### src/rtl/ram_pkg.sv
`default_nettype none
// ============================================================================
// Module      : ram_pkg
// Description : Shared constants and sizing helpers for the multi-channel RAM
//               and its round-robin arbiters.
// Revision    : 1.0 - initial release
// ============================================================================
package ram_pkg;

    // Default parameter values for ram_mp
    localparam int c_default_width          = 8;
    localparam int c_default_depth          = 8;
    localparam int c_default_channels       = 2;
    localparam int c_default_byte_width     = 8;
    localparam int c_default_clear_on_reset = 1;

    // Address width: at least one bit even for a single-word array
    function automatic int ram_aw(input int depth);
        int a;
        a = $clog2(depth);
        return (a < 1) ? 1 : a;
    endfunction

    // Number of byte-strobe lanes in one data word
    function automatic int ram_sw(input int width, input int byte_width);
        return width / byte_width;
    endfunction

    // Width of a channel index: at least one bit even for a single channel
    function automatic int ram_iw(input int n);
        return (n <= 1) ? 1 : $clog2(n);
    endfunction

endpackage
`default_nettype wire

### src/rtl/rr_arbiter.sv
`default_nettype none
// ============================================================================
// Module      : rr_arbiter
// Description : Round-robin arbiter. Grants the first requester at or after
//               the pointer (wrapping); the pointer moves past the granted
//               channel whenever advance is high, and holds otherwise.
// Revision    : 1.0 - initial release
// ============================================================================
module rr_arbiter
    import ram_pkg::*;
#(
    parameter int N = 2
) (
    input  logic                   clk,
    input  logic                   rst,
    input  logic [N-1:0]           request,
    input  logic                   advance,
    output logic [N-1:0]           grant,
    output logic [ram_iw(N)-1:0]   grant_index
);

    localparam int              IW     = ram_iw(N);
    localparam logic [IW-1:0]   c_last = IW'(N - 1);

    logic [IW-1:0] r_ptr_q;
    logic [IW-1:0] w_ptr_d;
    logic [IW-1:0] w_idx;
    logic          w_found;
    int            w_cand;

    // Search the request vector starting at the pointer, wrapping at N
    always_comb begin
        w_found = 1'b0;
        w_idx   = r_ptr_q;
        w_cand  = 0;
        for (int k = 0; k < N; k++) begin
            w_cand = int'(r_ptr_q) + k;
            if (w_cand >= N) begin
                w_cand = w_cand - N;
            end
            if (!w_found && request[w_cand]) begin
                w_found = 1'b1;
                w_idx   = IW'(w_cand);
            end
        end
    end

    // One-hot grant and its index
    always_comb begin
        grant = '0;
        if (w_found) begin
            grant[w_idx] = 1'b1;
        end
        grant_index = w_idx;
    end

    // Pointer moves to granted+1 (mod N) only on an accepted grant
    always_comb begin
        w_ptr_d = r_ptr_q;
        if (advance && w_found) begin
            w_ptr_d = (w_idx == c_last) ? '0 : w_idx + 1'b1;
        end
    end

    // Pointer register
    always_ff @(posedge clk) begin
        if (rst) begin
            r_ptr_q <= '0;
        end else begin
            r_ptr_q <= w_ptr_d;
        end
    end

endmodule
`default_nettype wire

### src/rtl/ram_mp.sv
`default_nettype none
// ============================================================================
// Module      : ram_mp
// Description : Multi-channel simple-dual-port RAM. CHANNELS write and
//               CHANNELS read requesters share one array through round-robin
//               arbiters (one write and one read per cycle). Byte-strobed
//               writes, write-first read bypass, out-of-range tolerance and
//               an optional post-reset zero-fill sweep.
// Revision    : 1.0 - initial release
// ============================================================================
module ram_mp
    import ram_pkg::*;
#(
    parameter  int WIDTH          = c_default_width,
    parameter  int DEPTH          = c_default_depth,
    parameter  int CHANNELS       = c_default_channels,
    parameter  int BYTE_WIDTH     = c_default_byte_width,
    parameter  int CLEAR_ON_RESET = c_default_clear_on_reset,
    localparam int AW             = ram_aw(DEPTH),
    localparam int SW             = ram_sw(WIDTH, BYTE_WIDTH)
) (
    input  logic                     clock,
    input  logic                     reset,
    input  logic [CHANNELS-1:0]      write_valid,
    output logic [CHANNELS-1:0]      write_ready,
    input  logic [CHANNELS*AW-1:0]   write_address,
    input  logic [CHANNELS*WIDTH-1:0] write_data,
    input  logic [CHANNELS*SW-1:0]   write_strobe,
    input  logic [CHANNELS-1:0]      read_valid,
    output logic [CHANNELS-1:0]      read_ready,
    input  logic [CHANNELS*AW-1:0]   read_address,
    output logic [CHANNELS-1:0]      read_data_valid,
    output logic [WIDTH-1:0]         read_data,
    output logic                     busy
);

    localparam int              IW          = ram_iw(CHANNELS);
    localparam logic [AW:0]     c_depth     = (AW + 1)'(DEPTH);
    localparam logic [AW-1:0]   c_last_addr = AW'(DEPTH - 1);
    localparam logic            c_clear     = (CLEAR_ON_RESET != 0);

    // Sweep state machine: RUN serves requests, CLEAR zero-fills the array
    localparam logic [0:0]      c_st_run    = 1'b0;
    localparam logic [0:0]      c_st_clear  = 1'b1;
    localparam logic [0:0]      c_st_reset  = c_clear ? c_st_clear : c_st_run;

    // ------------------------------------------------------------------------
    // Storage and registers
    // ------------------------------------------------------------------------
    logic [WIDTH-1:0]    r_mem_q [DEPTH];
    logic [0:0]          r_state_q,  w_state_d;
    logic [AW-1:0]       r_sweep_q,  w_sweep_d;
    logic [WIDTH-1:0]    r_rdata_q,  w_rdata_d;
    logic [CHANNELS-1:0] r_rvalid_q, w_rvalid_d;

    // ------------------------------------------------------------------------
    // Arbitration
    // ------------------------------------------------------------------------
    logic                w_block;
    logic [CHANNELS-1:0] w_wr_req,   w_rd_req;
    logic [CHANNELS-1:0] w_wr_grant, w_rd_grant;
    logic [IW-1:0]       w_wr_idx,   w_rd_idx;
    logic                w_wr_fire,  w_rd_fire;

    // Nobody is granted during reset or while the sweep owns the array
    assign w_block   = reset | (r_state_q == c_st_clear);
    assign w_wr_req  = write_valid & {CHANNELS{~w_block}};
    assign w_rd_req  = read_valid  & {CHANNELS{~w_block}};

    // A grant is only given to a valid requester, so any grant is a handshake
    assign w_wr_fire = |w_wr_grant;
    assign w_rd_fire = |w_rd_grant;

    rr_arbiter #(.N(CHANNELS)) u_wr_arb (
        .clk         (clock),
        .rst         (reset),
        .request     (w_wr_req),
        .advance     (w_wr_fire),
        .grant       (w_wr_grant),
        .grant_index (w_wr_idx)
    );

    rr_arbiter #(.N(CHANNELS)) u_rd_arb (
        .clk         (clock),
        .rst         (reset),
        .request     (w_rd_req),
        .advance     (w_rd_fire),
        .grant       (w_rd_grant),
        .grant_index (w_rd_idx)
    );

    assign write_ready = w_wr_grant;
    assign read_ready  = w_rd_grant;

    // ------------------------------------------------------------------------
    // Select the granted channel's request fields
    // ------------------------------------------------------------------------
    logic [AW-1:0]    w_wr_addr, w_rd_addr;
    logic [WIDTH-1:0] w_wr_data;
    logic [SW-1:0]    w_wr_strb;

    // Mux request fields by granted channel index
    always_comb begin
        w_wr_addr = '0;
        w_wr_data = '0;
        w_wr_strb = '0;
        w_rd_addr = '0;
        for (int i = 0; i < CHANNELS; i++) begin
            if (w_wr_idx == IW'(i)) begin
                w_wr_addr = write_address[i*AW +: AW];
                w_wr_data = write_data[i*WIDTH +: WIDTH];
                w_wr_strb = write_strobe[i*SW +: SW];
            end
            if (w_rd_idx == IW'(i)) begin
                w_rd_addr = read_address[i*AW +: AW];
            end
        end
    end

    // ------------------------------------------------------------------------
    // Write merge and bypass
    // ------------------------------------------------------------------------
    logic             w_wr_in, w_rd_in;
    logic [WIDTH-1:0] w_wr_old;
    logic [WIDTH-1:0] w_merged;
    logic             w_wr_en;
    logic [WIDTH-1:0] w_rd_word;

    // Addresses at or beyond DEPTH still handshake but never touch the array
    assign w_wr_in  = ({1'b0, w_wr_addr} < c_depth);
    assign w_rd_in  = ({1'b0, w_rd_addr} < c_depth);
    assign w_wr_old = w_wr_in ? r_mem_q[w_wr_addr] : '0;
    assign w_wr_en  = w_wr_fire & w_wr_in & (|w_wr_strb);

    // Strobed lanes take new data, the rest keep the stored word
    always_comb begin
        w_merged = w_wr_old;
        for (int j = 0; j < SW; j++) begin
            if (w_wr_strb[j]) begin
                w_merged[j*BYTE_WIDTH +: BYTE_WIDTH] = w_wr_data[j*BYTE_WIDTH +: BYTE_WIDTH];
            end
        end
    end

    // Read word: zero when out of range, merged word on a same-address write
    always_comb begin
        if (!w_rd_in) begin
            w_rd_word = '0;
        end else if (w_wr_en && (w_wr_addr == w_rd_addr)) begin
            w_rd_word = w_merged;
        end else begin
            w_rd_word = r_mem_q[w_rd_addr];
        end
    end

    // ------------------------------------------------------------------------
    // Read return register
    // ------------------------------------------------------------------------

    // Capture the word on a read handshake; hold it otherwise, valid pulses once
    always_comb begin
        w_rdata_d  = w_rd_fire ? w_rd_word : r_rdata_q;
        w_rvalid_d = w_rd_grant;
    end

    // Return data and per-channel valid registers
    always_ff @(posedge clock) begin
        if (reset) begin
            r_rdata_q  <= '0;
            r_rvalid_q <= '0;
        end else begin
            r_rdata_q  <= w_rdata_d;
            r_rvalid_q <= w_rvalid_d;
        end
    end

    assign read_data       = r_rdata_q;
    assign read_data_valid = r_rvalid_q;

    // ------------------------------------------------------------------------
    // Zero-fill sweep
    // ------------------------------------------------------------------------

    // Step through every address once, then hand the array to the requesters
    always_comb begin
        w_state_d = r_state_q;
        w_sweep_d = r_sweep_q;
        case (r_state_q)
            c_st_clear: begin
                if (r_sweep_q == c_last_addr) begin
                    w_state_d = c_st_run;
                    w_sweep_d = '0;
                end else begin
                    w_sweep_d = r_sweep_q + 1'b1;
                end
            end
            default: begin
                w_state_d = c_st_run;
            end
        endcase
    end

    // Sweep state and counter; reset restarts the sweep from address 0
    always_ff @(posedge clock) begin
        if (reset) begin
            r_state_q <= c_st_reset;
            r_sweep_q <= '0;
        end else begin
            r_state_q <= w_state_d;
            r_sweep_q <= w_sweep_d;
        end
    end

    assign busy = (r_state_q == c_st_clear);

    // ------------------------------------------------------------------------
    // Array write port (not reset; the sweep provides the cleared state)
    // ------------------------------------------------------------------------

    // Sweep zeroes have priority; requests are blocked while sweeping anyway
    always_ff @(posedge clock) begin
        if (!reset && (r_state_q == c_st_clear)) begin
            r_mem_q[r_sweep_q] <= '0;
        end else if (!reset && w_wr_en) begin
            r_mem_q[w_wr_addr] <= w_merged;
        end
    end

endmodule
`default_nettype wire

### config.mk
export PLATFORM = sky130hd
export DESIGN_NAME = ram_mp
export DESIGN_NICKNAME = d
export VERILOG_FILES = /design/src/rtl/ram_pkg.sv /design/src/rtl/rr_arbiter.sv /design/src/rtl/ram_mp.sv
export SDC_FILE = /design/constraint.sdc
export NUM_CORES = 1
export LEC_CHECK = 0
export ABC_AREA = 1
export ABC_CLOCK_PERIOD_IN_PS = 2950
export CORE_UTILIZATION = 33
export CTS_CLUSTER_DIAMETER = 150
export DETAILED_ROUTE_END_ITERATION = 7
export HOLD_SLACK_MARGIN = 0.15
export PLACE_DENSITY = 0.52
export SYNTH_ARGS = -nofsm -noshare
export SYNTH_HDL_FRONTEND = slang
export SYNTH_SLANG_ARGS = --single-unit
export TNS_END_PERCENT = 20
### constraint.sdc
create_clock -name clock -period 2.95 [get_ports clock]
set_clock_uncertainty 0.2 [all_clocks]
set_input_delay 0.59 -clock clock [delete_from_list [all_inputs] [get_ports clock]]
set_output_delay 0.59 -clock clock [all_outputs]
set_load 0.02 [all_outputs]
==> qor.csv <==
metric;value;unit
status;complete, no violations;
critical path's top delay family;buffers and inverters;
Gate Count Post-Synth;435;
cells on worst reg2reg path;14;
reg2reg end;r_mem_q[3][6];
drt pass-1 iters;6;
maxcap violations;0;
Initial Util;34.09;%
Yosys top cell area share;46.74;%
CP Data Arrival Time;1.98;ns
DIE AREA;12910;um2
Die H;113.6;um
worst-path cell chain;clkdlybuf4s50_1, nand3_2, nand3_1, inv_1, clkdlybuf4s50_1;
R2R Setup Slk;0.57;ns
DP HPWL;7.239;mm
root buf cell;clkbuf_16;
antenna violations before repair;0;
Skew-Pair Late Insertion Delay;0.33;ns
peak supply drop;261.3;uV
routability cong.;0.7989;
number of synthesized register bits;80;
Ys Warns;0;
register area;2242;um2
final period utilization;93.81;%
crit path max fanout;5;
# port buffers;50;
core area;12060;um2
clock buffer depth;2;
fin. max-slew vios;0;
num ports;51;
WL per Instance;14.32;um
Multi-input gate area;1493;um2
total CTS buffers;9;
kind of critical path;input pin to primary output;
Inserted Diodes;0;
Tmin final;2.767;ns
FP Rows;40;
share of layout cells above drive strength 1;19.37;%
Crit path buffers/inverters;3;
kind of end point of the critical path;primary output;
CTS tree;done;
syn nets;473;
Hold Path Stages;2;
RSZ-0062 raised after global routing;no;
crit path max-delay cell type;clkdlybuf4s50_1;
pwr/cell area;553.2;nW/um2
Worst-Margin Slew;0.5532;ns
DP Area;5059;um2
Die W;113.6;um
area growth from synthesis to layout;32.14;%
final instance area;5433;um2
reg-to-reg critical path startpoint;busy;
Tot Pwr;3.005;mW
nets@finish;570;
Yosys cell types;27;
Synth area leader;edfxtp_1;
final setup fails;0;
clock sinks;80;
sequential-to-total area share from yosys stat;54.53;%
Lkg Pwr;2.388;nW
top cells by area, synth;edfxtp_1 (47%), nand2_1 (12%), dfxtp_1 (7.8%), inv_1 (5.8%), nand3_1 (4.5%);
vias per inst;4.630;
Final ANT Viol Nets;0;
syn avg cell area;9.452;um2
largest net degree at the start of global routing;47;
Initial DRC Count;225;
CTS clk-pin slew, worst paths;0.06;ns
GRT Total Usage;16.53;%
Routed WL;10.09;mm
Synth Cell Area;4111;um2
Hold Crit Class;flip-flop to flip-flop;
htree depth;3;
total vias in the final route;3264;
Final Hold Viols;0;
first-pass GRT wire length;16.15;mm
Layout fillers;1181;
Worst Hold End;u_wr_arb.r_ptr_q;
detailed-route DRC error count;0;
Overflow after GRT;0;
Hold Path Origin;u_wr_arb.r_ptr_q;
Max-slew headroom;63.03;%
Slowest Stage Delay on Critical Path;0.60;ns
Required @ worst endpoint;2.16;ns
vias in the first global route;3194;
most used cell along the critical path;clkdlybuf4s50_1;
startpoint types;input pin;
fmax;361.3;MHz
==> where the power goes <==
group          total (mW)  internal (mW)  switching [mW]
clock                1.21          0.750           0.461
sequential           1.28           1.26          0.0191
combinational       0.515          0.218           0.296
==> worst max-delay path by stage <==
| stage | start | endpoint | slack [ns] | cells after the start |
|---|---|---|---|---|
| after floorplan | reset | r_mem_q[0][0] | 0.40 | 10 |
| after global placement | reset | read_data[7] | -0.12 | 17 |
| after detailed placement | reset | read_data[7] | -0.19 | 19 |
| after CTS | reset | write_ready[0] | 0.05 | 6 |
| after global routing | write_valid[1] | write_ready[0] | 0.13 | 5 |
| final | write_valid[1] | write_ready[0] | 0.18 | 5 |
==> placed cells by master (no fill, tap or decap) <==
master           instances
nand2_1                130
edfxtp_1                64
inv_1                   63
buf_4                   47
clkdlybuf4s50_1         46
nand3_1                 37
o211ai_1                22
nor2_1                  16
dfxtp_1                 16
a21oi_1                 12
o211ai_2                10
clkbuf_16               10
o21a_1                   8
nand2_2                  7
nand2_4                  7
nor3_1                   7
nor2_4                   3
nand3_2                  3
nand3b_1                 3
o21ai_0                  3
inv_6                    3
dlygate4sd2_1            3
o21ai_4                  2
inv_4                    2
ha_1                     2
clkinvlp_4               2
bufinv_16                2
inv_2                    1
or2_2                    1
nor2_2                   1
nor2_8                   1
dlymetal6s2s_1           1
buf_6                    1
buf_12                   1
==> logic make-up after synthesis <==
| logic type | after synthesis | share of synthesized area [%] |
|---|---|---|
| and+or+nand+nor | 216 | 24.38 |
| buffers and inverters | 80 | 9.342 |
| DFF | 80 | 54.53 |
| AOI/OAI and AO/OA | 57 | 11.14 |
| adders and majority gates | 2 | 0.6085 |
==> Yosys cell counts <==
master    number
buf_2          3
nor2_1        16
ha_1           2
nand3b_1       3
or2_2          1
buf_6          9
nand2_4        6
dfxtp_1       16
edfxtp_1      64
nand2_2        7
o211ai_1      22
nor2_8         1
nor3_1         7
o21ai_4        2
inv_4          2
buf_4          2
nor2_4         3
inv_2          1
nand3_2        3
nand2_1      131
o211ai_2      10
a21oi_1       12
nor2_2         1
o21a_1         8
o21ai_0        3
nand3_1       37
inv_1         63
==> state kept, by name (all words and copies together) (netlist names) <==
name	flops
r_mem_q	64
read_data	8
r_sweep_q	3
read_data_valid	2
busy	1
u_rd_arb.r_ptr_q	1
u_wr_arb.r_ptr_q	1
==> area by class of cell <==
| type | instances | area share (%) |
|---|---|---|
| Timing Repair Buffer | 100 | 16.72 |
| Clock buffer | 9 | 4.146 |
| Multi-Input combinational cell | 275 | 27.48 |
| Clock inverter | 7 | 1.865 |
| Sequential cell | 80 | 41.27 |
| Tap cell | 168 | 3.869 |
| Inverter | 66 | 4.652 |
==> worst min-delay path, stage by stage (launching register included) <==
cell and delay, ns:
dfxtp_1 0.33, nand2_1 0.07, a21oi_1 0.06
==> layer usage <==
layer,vias up,part of all wire (%),track usage [%]
met4,0,2.0,5.263
met3,15,5.0,3.560
met2,83,45,25.85
met1,1523,48,22.87
met5,-,0,0
li1,1643,-,-
==> through the flow <==
stage                     instances  setup TNS (ns)  utilization [%]  hold slack [ns]  setup WS, ns
after floorplan                 435               0                -           0.2630        0.4049
after detailed placement        686          -4.711            41.94           0.2873       -0.1852
after CTS                       702               0            44.62           0.2965       0.04578
final                           705               0            45.04           0.2954        0.1826
after global routing            705               0            45.04           0.3308        0.1270
after global placement          686          -2.943            41.94           0.2962       -0.1209
==> repair_timing <==
action / 4_1_cts / 5_1_grt
pin swaps: 0 / 2
buffers inserted: 0 / 2
hold buffers: 0 / 0
endpoints found under the setup margin: 3 / 3
gates resized for setup: 3 / 3
cloned: 0 / 1
Note: power is estimated with default switching activity, not from simulation.
